===== src/rtl/ita_job_arbiter.sv =====
// ita_job_arbiter: round-robin sharing of one ITA accelerator among NumReq job requesters.
// Optional start-to-busy watchdog is compiled in with `define ITA_ARB_TIMEOUT_EN.
module ita_job_arbiter #(
    parameter  int NumReq        = 2,
    parameter  int CfgW          = 64,
    parameter  int TimeoutCycles = 1024,
    localparam int OwnW          = (NumReq > 1) ? $clog2(NumReq) : 1
) (
    input  logic                   clk_i,
    input  logic                   rst_i,
    input  logic [NumReq-1:0]      req_valid_i,
    output logic [NumReq-1:0]      req_ready_o,
    input  logic [NumReq*CfgW-1:0] req_cfg_i,
    output logic [CfgW-1:0]        ita_cfg_o,
    output logic                   ita_start_o,
    input  logic                   ita_busy_i,
    output logic [OwnW-1:0]        owner_o,
    output logic                   owner_valid_o,
    output logic [NumReq-1:0]      done_o,
    output logic                   err_o,
    output logic [2:0]             state_o
);

    typedef enum logic [2:0] {
        IDLE      = 3'd0,
        START     = 3'd1,
        WAIT_BUSY = 3'd2,
        RUN       = 3'd3,
        DONE      = 3'd4
    } state_e;

    state_e          state_q;
    logic [OwnW-1:0] rr_ptr_q;
    logic [OwnW-1:0] win_idx;
    logic [OwnW:0]   cand;
    logic            win_found;
    logic            grant;
    logic [CfgW-1:0] win_cfg;

    assign state_o = state_q;

    // First valid requester at or above rr_ptr_q, wrapping; cand is one bit wider so the
    // sum never overflows before the explicit wrap for non-power-of-two NumReq.
    always_comb begin
        win_found = 1'b0;
        win_idx   = '0;
        cand      = '0;
        for (int k = 0; k < NumReq; k++) begin
            cand = {1'b0, rr_ptr_q} + (OwnW + 1)'(k);
            if (cand >= (OwnW + 1)'(NumReq)) cand = cand - (OwnW + 1)'(NumReq);
            if (!win_found && req_valid_i[cand[OwnW-1:0]]) begin
                win_found = 1'b1;
                win_idx   = cand[OwnW-1:0];
            end
        end
    end

    always_comb begin
        win_cfg = '0;
        for (int k = 0; k < NumReq; k++) begin
            if (win_idx == OwnW'(k)) win_cfg = req_cfg_i[k*CfgW +: CfgW];
        end
    end

    // Handshake: a job transfers on the clock edge where req_valid_i[i] and req_ready_o[i]
    // are both high. Ready is offered only in IDLE with ITA idle, to at most one requester.
    assign grant       = (state_q == IDLE) && !ita_busy_i && win_found;
    assign req_ready_o = (grant && !rst_i) ? (NumReq'(1) << win_idx) : '0;

`ifdef ITA_ARB_TIMEOUT_EN
    localparam int CntW = (TimeoutCycles > 1) ? $clog2(TimeoutCycles) : 1;
    logic [CntW-1:0] wd_cnt_q;
`else
    logic unused_timeout;
    assign unused_timeout = |TimeoutCycles;
    assign err_o          = 1'b0;
`endif

    always_ff @(posedge clk_i or posedge rst_i) begin
        if (rst_i) begin
            state_q       <= IDLE;
            rr_ptr_q      <= '0;
            ita_cfg_o     <= '0;
            owner_o       <= '0;
            ita_start_o   <= 1'b0;
            owner_valid_o <= 1'b0;
            done_o        <= '0;
`ifdef ITA_ARB_TIMEOUT_EN
            wd_cnt_q      <= '0;
            err_o         <= 1'b0;
`endif
        end else begin
            ita_start_o <= 1'b0;
            done_o      <= '0;
`ifdef ITA_ARB_TIMEOUT_EN
            err_o       <= 1'b0;
`endif
            case (state_q)
                IDLE: begin
                    if (grant) begin
                        ita_cfg_o     <= win_cfg;
                        owner_o       <= win_idx;
                        ita_start_o   <= 1'b1;
                        owner_valid_o <= 1'b1;
                        state_q       <= START;
                    end
                end
                START: begin
                    state_q <= WAIT_BUSY;
`ifdef ITA_ARB_TIMEOUT_EN
                    wd_cnt_q <= '0;
`endif
                end
                WAIT_BUSY: begin
                    if (ita_busy_i) begin
                        state_q <= RUN;
`ifdef ITA_ARB_TIMEOUT_EN
                    end else if (wd_cnt_q == CntW'(TimeoutCycles - 1)) begin
                        err_o   <= 1'b1;
                        done_o  <= NumReq'(1) << owner_o;
                        state_q <= DONE;
                    end else begin
                        wd_cnt_q <= wd_cnt_q + CntW'(1);
`endif
                    end
                end
                RUN: begin
                    if (!ita_busy_i) begin
                        done_o  <= NumReq'(1) << owner_o;
                        state_q <= DONE;
                    end
                end
                DONE: begin
                    owner_valid_o <= 1'b0;
                    rr_ptr_q      <= (owner_o == OwnW'(NumReq - 1)) ? '0 : owner_o + OwnW'(1);
                    state_q       <= IDLE;
                end
                default: state_q <= IDLE;
            endcase
        end
    end

endmodule


===== config.mk =====
export PLATFORM = sky130hd
export DESIGN_NAME = ita_job_arbiter
export DESIGN_NICKNAME = d
export VERILOG_FILES = /design/src/rtl/ita_job_arbiter.sv
export SDC_FILE = /design/constraint.sdc
export NUM_CORES = 1
export LEC_CHECK = 0
export ABC_AREA = 1
export BUFFER_PORTS_ARGS = -buffer_cell sky130_fd_sc_hd__buf_2
export CORE_ASPECT_RATIO = 0.6
export CORE_MARGIN = 4
export CORE_UTILIZATION = 45
export DETAILED_ROUTE_END_ITERATION = 16
export PLACE_DENSITY_LB_ADDON = 0.05
export SLEW_MARGIN = 20
export SYNTH_ARGS = -nofsm -noshare
export SYNTH_HDL_FRONTEND = slang
export SYNTH_SLANG_ARGS = --single-unit

===== constraint.sdc =====
create_clock -name clk_i -period 3.55 [get_ports clk_i]
set_input_delay 0.5325 -clock clk_i [delete_from_list [all_inputs] [get_ports clk_i]]
set_output_delay 0.5325 -clock clk_i [all_outputs]
set_load 0.02 [all_outputs]

==> metrics.md <==
| Metric | Value |
|---|---|
| Run status | complete, no violations |
| Hold buffers post-CTS | 0 |
| Mapped Cells | 534 |
| Post-DP HPWL | 8070 um |
| Vias per std cell | 4.83 |
| CTS tree | built |
| Setup Crit Path Kind | flop to primary output |
| RSZ-0062 raised after global routing | no |
| Most used DFF post-synth | dfrtp_1 |
| Post-synth cell types | 19 |
| First-pass GRT wire length | 17600 um |
| Fillers | 781 |
| Worst rel slew slack | 39.9% |
| Clk root buf | clkbuf_16 |
| Die height | 78.6 um |
| PortBufs | 206 |
| MaxCap Viol Count | 0 |
| GPL Wtd Cong | 0.890 |
| PwrDens | 786 nW/um2 |
| DRT Wirelength | 11200 um |
| DR pass1 iterations | 4 |
| Total grt overflow | 0 |
| Startpoint Class | flop |
| Number of synthesized flops with an enable pin | 0 |
| Share of layout cells above drive strength 1 | 32.2% |
| Fin Clk Skew | 0.00417 ns |
| Maximum vdd ir drop | 0.452 mV |
| Hold Fails Final Rpt | 0 |
| Crit Path Max Fanout | 31 |
| Setup tns final | 0 ns |
| YS warnings | 0 |
| Ranking of synthesized cells by area | dfrtp_1, nand2_1, nand3_1, buf_6, clkbuf_1 |
| Post-DR wirelength/cell | 13.5 um |
| Delay-heaviest family, CP | simple AND/OR/NAND/NOR gates |
| GRT Overall Usage | 21.9% |
| Measured slew at the worst slew-check pin | 0.901 ns |
| Hold Slack | 0.0661 ns |
| Slowest-stage cell, CP | dfrtp_1 |
| Xor/xnor share of the synthesized area | 0% |
| Max incr delay on CP | 0.44 ns |
| Die area | 9890 um2 |
| Leading area contributor after synthesis | dfrtp_1 |
| Worst path required time | 3.02 ns |
| Worst-case clock buffer depth | 2 |
| Post-CTS setup buffers | 0 |
| Crit path cell chain | nor2_2 -> nand2_1 -> nor2_4 -> buf_4 -> nand3_1 -> nor2_1 -> buf_2 |
| DP Worst Slack | 1.24 ns |
| Starting Density | 46.9% |
| Number of global-route vias before repair | 3645 |
| FF-to-FF path depth | 6 |
| Net count after synthesis | 667 |
| # DRC | 0 |
| Crit path DAT | 2.01 ns |
| Worst Setup End Kind | primary output |
| Final setup vio count | 0 |
| Count leader, synth | nand2_1 |
| Fraction of registers with async set/reset | 100% |
| #FFs+latches synth | 73 |
| Row cnt | 25 |
| Worst setup margin | 1.01 ns |
| Total Power | 3.97 mW |
| Min-Delay Path Class | primary input to asynchronous set/reset pin |
| Avg Cell Area, Syn | 7.01 um2 |
| Die W | 126 um |
| Final Slew Violations | 0 |
| # nets final | 855 |
| Num CTS Buffers | 9 |
| Adder-Cell Fraction of Synth Area | 0% |
| H-tree depth | 3 |
| Sink Count | 73 |
| Post-synthesis mux area share | 0% |
| Post-cts repair resize count | 0 |
| Post-synthesis cell area | 3740 um2 |
| Synth cell count leaders | nand2_1, dfrtp_1, nand3_1, clkbuf_1, buf_2 |
| CP Depth | 7 |
| Register area share after synthesis | 48.8% |
| Ports | 208 |
| Area Growth Syn to Fin | 35.0% |
| Worst path bufs/invs | 2 |
| Pin count of the biggest net entering global routing | 67 |
| Ant. Diodes | 0 |
| Initial antenna violation count | 0 |
| Worst-path clk slew | 0.05 ns |
| Final ANT Viol Nets | 0 |
| Min cycle time layout | 2.54 ns |
| Max Clock Freq | 0.393 GHz |
| Clk_lat worst skew | 0.32 ns |
| Yosys top cell area share | 48.8% |
| Post-synthesis simple-gate area fraction | 43.9% |
| Multi-input logic area | 1680 um2 |
| Routed vias | 4030 |
| Sequential Area | 1830 um2 |
| Post-synthesis compound-gate area fraction | 0.802% |
| Core box area | 7980 um2 |
| Drt initial violations | 238 |
| Tcrit/Tclk final | 71.6% |
| Leak Pwr | 3.16 nW |
| Largest family of logic cells by synthesized area | simple AND/OR/NAND/NOR gates |
## state kept, by name, indices dropped and copies added, names as in the netlist
signal and cells:
owner_valid_o 1, owner_o 1, ita_start_o 1, done_o 2, state_o 3, rr_ptr_q 1
ita_cfg_o 64
## power by group
| part | internal [mW] | switching [mW] |
|---|---|---|
| Combinational | 0.547 | 1.17 |
| Sequential | 1.19 | 0.197 |
| Clock | 0.547 | 0.318 |
## through the flow
stage | util, % | cells | cell area (um2)
after CTS | 63.3 | 835 | 5050
after global routing | 63.3 | 835 | 5050
after detailed placement | 59.6 | 819 | 4760
after global placement | 59.6 | 819 | 4760
final | 63.3 | 835 | 5050
after floorplan | - | 534 | 3740
## metal layers
layer,vias up,track usage (%),routed length [um]
met2,153,35.6,5320
met4,0,5.57,105
met3,10,7.21,1040
li1,2016,-,-
met1,1851,28.4,4770
met5,-,0,0
## final cells by class
cell class | count | area share [%]
Clock buffer | 14 | 5.62
Clock inverter | 2 | 0.198
Inverter | 8 | 0.619
Multi-Input combinational cell | 417 | 33.3
Sequential cell | 73 | 36.2
Tap cell | 108 | 2.67
Timing Repair Buffer | 213 | 21.4
## path summary, 6_finish.rpt
check                                    from  slack [ns]             end
worst max-delay path               state_o[0]        1.01  req_ready_o[1]
worst min-delay path                    rst_i        0.07   ita_cfg_o[39]
worst max register to register     state_o[0]        1.46   ita_cfg_o[21]
worst min register to register  ita_cfg_o[29]        0.46   ita_cfg_o[29]
max in group asynchronous               rst_i        2.80   ita_cfg_o[19]
min in group clk_i                 ita_busy_i        0.45       done_o[1]
## logic make-up (layout without fill, tap and decap cells)
kind of cell,count (synthesis),count (layout)
other,1,1
AND/OR/NAND/NOR,411,411
flip-flops,73,73
AO/OA/AOI/OAI,5,5
buffers and inverters,44,237
## cell usage in the layout, fill, tap and decap left out
master / synthesis / routed
nand2_1: 332 / 330
conb_1: 1 / 1
nand2_2: 0 / 2
a21o_1: 1 / 1
nor2_1: 6 / 6
nor2_4: 1 / 1
inv_1: 7 / 6
clkbuf_1: 12 / 1
clkbuf_8: 0 / 4
buf_2: 8 / 206
clkinv_2: 0 / 3
o21ai_0: 3 / 3
nand4_1: 1 / 1
inv_2: 1 / 1
nand3_1: 68 / 68
o21bai_1: 1 / 1
dfrtp_1: 73 / 73
nor2_2: 1 / 1
clkbuf_16: 0 / 9
buf_4: 3 / 7
nor3_1: 2 / 2
(Power assumes the default switching activity.)
